===== src/rtl/bg_ctrl.sv =====
// Background-removal sequencer: PE sum handshake, serial divide-by-NUM_PIXELS, bg handshake.
// Define BG_CTRL_TIMEOUT_EN to enable the PE response watchdog and the ERR state.
module bg_ctrl #(
  parameter  int NUM_PIXELS     = 1,
  parameter  int TIMEOUT_CYCLES = 1024,
  localparam int SW             = 8*NUM_PIXELS+1
) (
  input  logic          Clk,
  input  logic          Reset,
  input  logic          Go,
  output logic          Busy,
  output logic          Done,
  output logic          Err,
  output logic          Start_Sum,
  output logic          Start_BgRemoval,
  output logic          Ack,
  input  logic          Qsd,
  input  logic          Qbgd,
  input  logic [SW-1:0] red_sum,
  input  logic [SW-1:0] green_sum,
  input  logic [SW-1:0] blue_sum,
  output logic [8:0]    red_exp,
  output logic [8:0]    green_exp,
  output logic [8:0]    blue_exp
);
  localparam int RW  = $clog2(NUM_PIXELS+1) + 1;
  localparam int RMW = RW - 1;
  localparam int CW  = $clog2(SW+1);

  typedef enum logic [9:0] {
    IDLE      = 10'b00_0000_0001,
    SUM_START = 10'b00_0000_0010,
    SUM_WAIT  = 10'b00_0000_0100,
    SUM_ACK   = 10'b00_0000_1000,
    DIVIDE    = 10'b00_0001_0000,
    BG_START  = 10'b00_0010_0000,
    BG_WAIT   = 10'b00_0100_0000,
    BG_ACK    = 10'b00_1000_0000,
    DONE      = 10'b01_0000_0000,
    ERR       = 10'b10_0000_0000
  } state_e;

  state_e                 state_q, state_d;
  logic [2:0][SW-1:0]     sum_q, dvd_q, qf;
  logic [2:0][SW-2:0]     quo_q;
  logic [2:0][RMW-1:0]    rem_q, rem_nx;
  logic [2:0][8:0]        exp_q, exp_nx;
  logic [CW-1:0]          cnt_q;
  logic                   last, wd_hit;

  assign last = (state_q == DIVIDE) && (cnt_q == CW'(SW-1));

  // One restoring step per channel: shift in the next dividend bit, subtract if it fits.
  for (genvar c = 0; c < 3; c++) begin : g_ch
    logic [RW-1:0] r;
    logic          qb;
    assign r         = {rem_q[c], dvd_q[c][SW-1]};
    assign qb        = r >= RW'(NUM_PIXELS);
    assign rem_nx[c] = qb ? RMW'(r - RW'(NUM_PIXELS)) : r[RMW-1:0];
    assign qf[c]     = {quo_q[c], qb};
    assign exp_nx[c] = (|qf[c][SW-1:8]) ? 9'd255 : {1'b0, qf[c][7:0]};
  end

  always_comb begin
    state_d = state_q;
    case (state_q)
      IDLE:      if (Go) state_d = SUM_START;
      SUM_START: state_d = SUM_WAIT;
      SUM_WAIT:  if (Qsd) state_d = SUM_ACK;
      SUM_ACK:   if (!Qsd) state_d = DIVIDE;
      DIVIDE:    if (last) state_d = BG_START;
      BG_START:  state_d = BG_WAIT;
      BG_WAIT:   if (Qbgd) state_d = BG_ACK;
      BG_ACK:    if (!Qbgd) state_d = DONE;
      DONE:      state_d = IDLE;
      ERR:       state_d = ERR;
      default:   state_d = IDLE;
    endcase
    if (wd_hit) state_d = ERR;
  end

  always_ff @(posedge Clk) begin
    if (Reset) begin
      state_q <= IDLE;
      sum_q   <= '0;
      dvd_q   <= '0;
      quo_q   <= '0;
      rem_q   <= '0;
      exp_q   <= '0;
      cnt_q   <= '0;
    end else begin
      state_q <= state_d;
      if (state_q == SUM_WAIT && Qsd) begin
        sum_q[0] <= red_sum;
        sum_q[1] <= green_sum;
        sum_q[2] <= blue_sum;
      end
      if (state_q == SUM_ACK && state_d == DIVIDE) begin
        dvd_q <= sum_q;
        quo_q <= '0;
        rem_q <= '0;
        cnt_q <= '0;
      end else if (state_q == DIVIDE) begin
        for (int c = 0; c < 3; c++) begin
          dvd_q[c] <= {dvd_q[c][SW-2:0], 1'b0};
          quo_q[c] <= qf[c][SW-2:0];
          rem_q[c] <= rem_nx[c];
        end
        cnt_q <= cnt_q + CW'(1);
        if (last) exp_q <= exp_nx;
      end
    end
  end

`ifdef BG_CTRL_TIMEOUT_EN
  logic [15:0] wd_q, wd_d;
  logic        wait_st;
  assign wait_st = (state_q == SUM_WAIT) || (state_q == SUM_ACK) ||
                   (state_q == BG_WAIT)  || (state_q == BG_ACK);
  assign wd_hit  = wait_st && ((wd_q + 16'd1) == 16'(TIMEOUT_CYCLES));

  // Counter restarts on every state change so each wait/ack phase gets a full budget.
  always_comb begin
    wd_d = wd_q;
    if (state_d != state_q) wd_d = '0;
    else if (wait_st)       wd_d = wd_q + 16'd1;
  end

  always_ff @(posedge Clk) begin
    if (Reset) wd_q <= '0;
    else       wd_q <= wd_d;
  end

  assign Err = (state_q == ERR);
`else
  logic unused_tmo;
  assign unused_tmo = |16'(TIMEOUT_CYCLES);
  assign wd_hit     = 1'b0;
  assign Err        = 1'b0;
`endif

  assign Busy            = (state_q != IDLE);
  assign Done            = (state_q == DONE);
  assign Start_Sum       = (state_q == SUM_START);
  assign Start_BgRemoval = (state_q == BG_START);
  assign Ack             = (state_q == SUM_ACK) || (state_q == BG_ACK);
  assign red_exp         = exp_q[0];
  assign green_exp       = exp_q[1];
  assign blue_exp        = exp_q[2];
endmodule


===== config.mk =====
export PLATFORM = sky130hd
export DESIGN_NAME = bg_ctrl
export DESIGN_NICKNAME = d
export VERILOG_FILES = /design/src/rtl/bg_ctrl.sv
export SDC_FILE = /design/constraint.sdc
export NUM_CORES = 1
export LEC_CHECK = 0
export CELL_PAD_IN_SITES_DETAIL_PLACEMENT = 0
export CELL_PAD_IN_SITES_GLOBAL_PLACEMENT = 1
export CORE_UTILIZATION = 34
export DETAILED_ROUTE_END_ITERATION = 12
export DONT_BUFFER_PORTS = 1
export HOLD_SLACK_MARGIN = 0.02
export PLACE_DENSITY = 0.68
export RECOVER_POWER = 100
export SKIP_CTS_REPAIR_TIMING = 1
export SLEW_MARGIN = 40
export SYNTH_ARGS = -nofsm -noshare
export SYNTH_HDL_FRONTEND = slang
export SYNTH_SLANG_ARGS = --single-unit

===== constraint.sdc =====
create_clock -name Clk -period 2.8 [get_ports Clk]
set_clock_uncertainty 0.05 [all_clocks]
set_input_delay 0.42 -clock Clk [delete_from_list [all_inputs] [get_ports Clk]]
set_output_delay 0.42 -clock Clk [all_outputs]
set_load 0.01 [all_outputs]

==> impl_metrics.tcl <==
set metrics [dict create \
    status "finished, final reports clean" \
    die_area_um2 15000 \
    worstPathArrival_ps 2840 \
    start_util 0.3513 \
    start_kind "flop" \
    dpl-instance-area_um2 5021 \
    nFillCells 1373 \
    synth_compound_area_frac 0.1780 \
    synth_top_cell_by_area "dfxtp_1" \
    leakage_nw 2.064 \
    cts_root_buf "clkbuf_16" \
    seqPwrFrac 0.402 \
    areaGrowthSynthToFinish_pct 13.87 \
    holdWs_ps 53.84 \
    yosys.area.top_type_share 0.4829 \
    clk_path_buf_depth 2 \
    grt_max_degree 81 \
    die_h_um 122.5 \
    pwr-share-comb 0.020 \
    coreArea_um2 14040 \
    sw_frac_of_total 0.1943 \
    endpoint_kind "flop" \
    max_freq_mhz 380.2 \
    wl_per_cell_um 14.52 \
    rsz0062_at_grt "no" \
    min_path_type "in2reg" \
    drt_iter0_drc 230 \
    dr_wl_met2_um 4932 \
    final_cell_area_um2 5618 \
    clkPwrFrac 0.577 \
    setup_viol 0 \
    cts.clk_slew.worst_paths_ps 50 \
    die_w_um 122.5 \
    synth_area_per_cell_um2 8.954 \
    powerDensity_nw_per_um2 754.2 \
    drv_slew 0 \
    diodes 0 \
    vias_per_cell 5.051 \
    worstSetupPathType "reg2reg" \
    syn_area_um2 4933 \
    hold_viol 0 \
    grt_remaining_overflow 0 \
    routed_wl_um 10570 \
    clk_latency_ps 410 \
    drive_gt1_frac 0.1150 \
    first_pass_iters 4 \
    synthAdderAreaFrac 0.005072 \
    routed.top_layer "met4" \
    grt_pass1_wl_um 17780 \
    ys_top_cells_by_count "dfxtp_1 (119), nor2_1 (93), nand2_1 (83)" \
    internal_power_mw 3.414 \
    port_buffers 0 \
    grt.total_usage 0.1540 \
    htree_num_levels 4 \
    min_period_over_period 0.9394 \
    worstPathRequired_ps 3010 \
    ys_warn_count 0 \
    slew-limit-headroom 0.3914 \
    yosysUniqueCellTypes 48 \
    syn_inst 551 \
    ys.flop_type "dfxtp_1" \
    max_cap_viol_count 0 \
    vias 3677 \
    ant_nets 0 \
    hpwl_um 6383 \
    netSwitchingPower_mw 0.8233 \
    cts_sinks 119 \
    yosys_register_bits 119 \
    cts_buffers 17 \
    first_global_vias 3576 \
    ir_drop_v 0.0006912 \
    yosysMostFrequentCell "dfxtp_1" \
    met3_length_um 610 \
    ys_seq_area_frac 0.4829 \
    remaining_drc_errors 0 \
    io_pins 65 \
    antenna_found_initial 0 \
    synth_enable_flop_cells 0 \
    num-nets-final 569 \
    fin_setup_tns_ps 0 \
    max_slew.worst_pin.slew_ps 912.9 \
    cts_tree "done" \
    yosys.area_share.simple 0.2014 \
    async_flop_share 0 \
    rows 43 \
    synth_xor_area_frac 0.01420 \
    cp_max_fo 27 \
    ys_top_cells_by_area "dfxtp_1 (48%), nor2_1 (7.1%), a211oi_2 (6.3%), nand2_1 (6.3%), mux2i_1 (5.7%)" \
    layout_min_cycle_time_ps 2630 \
    yosys-mux-area-fraction 0.05681 \
    wl_met1_um 4973 \
    gp_congestion 0.8257 \
    synth_top_family_by_area "simple AND/OR/NAND/NOR gates" \
]
## kinds of logic after synthesis
group | after synthesis
multiplexers | 28
flip-flops | 119
buffers and inverters | 56
other | 1
XOR/XNOR | 8
AO/OA/AOI/OAI | 113
adder cells (fa/ha/maj) | 2
AND/OR/NAND/NOR | 224
## metrics by stage
step / setup WS (ps) / total power [mW] / utilization / std cells
CTS: -4.408 / 4.285 / 0.4052 / 725
finish: 169.6 / 4.237 / 0.4001 / 728
detailed placement: 353.7 / 1.815 / 0.3576 / 693
global route: 27.46 / 4.394 / 0.4001 / 728
global placement: 448.5 / 1.815 / 0.3576 / 693
floorplan: 529.0 / 1.821 / - / 554
## registers in the layout, summed over array words and instances (netlist names)
| register | flops |
|---|---|
| dvd_q | 27 |
| cnt_q | 4 |
| g_ch.r | 3 |
| sum_q | 27 |
| blue_exp | 8 |
| qf | 24 |
| green_exp | 8 |
| red_exp | 8 |
| state_q | 10 |
## metal layers
layer  GRT usage  up-vias
li1            -     1870
met1      0.1861     1717
met2      0.2426       86
met3     0.06459        4
met4     0.05716        0
met5           0        -
## critical path, stage by stage, from the launching register on
cell	delay, ps
dfxtp_1	380
or4_4	590
or2_0	270
or3_1	420
a21oi_4	130
buf_2	450
o22ai_1	180
## cell usage in the layout, fill, tap and decap left out, drive strengths merged, types with 4 or more instances in the layout
master  instances
nor2           93
dfxtp         119
inv             6
clkbuf         23
nand2          83
nor3           16
buf             6
a22oi          24
clkinv          4
a211oi         26
o21ai           6
conb            4
mux2i          28
or3             5
xor2            5
and3            4
o22ai          25
bufinv          6
a21oi          25
## path summary, 6_finish.rpt
kind | slack (ps) | startpoint | depth (start not counted) | to
hold reg to reg | 410 | dvd_q[9] | 2 | dvd_q[9]
hold / removal | 50 | Reset | 1 | state_q[1]
setup reg to reg | 170 | state_q[4] | 6 | dvd_q[7]
setup / recovery | 170 | state_q[4] | 6 | dvd_q[7]
## power by group through the flow
stage	clock, mW	sequential (mW)	combinational, mW
2_1_floorplan	0	1.74	0.0823
3_3_place_gp	0	1.74	0.0735
3_5_place_dp	0	1.74	0.0741
4_1_cts	2.51	1.70	0.0742
5_1_grt	2.60	1.70	0.0940
6_report	2.45	1.71	0.0849
## cell type report
type | instances | area (µm²) | area share
Clock buffer | 19 | 442.9 | 0.07884
Clock inverter | 13 | 226.5 | 0.04031
Inverter | 6 | 22.52 | 0.004009
Multi-Input combinational cell | 379 | 2196 | 0.3909
Sequential cell | 119 | 2382 | 0.4241
Tap cell | 180 | 225.2 | 0.04009
Timing Repair Buffer | 12 | 122.6 | 0.02183
Note: power is estimated with default switching activity, not from simulation.
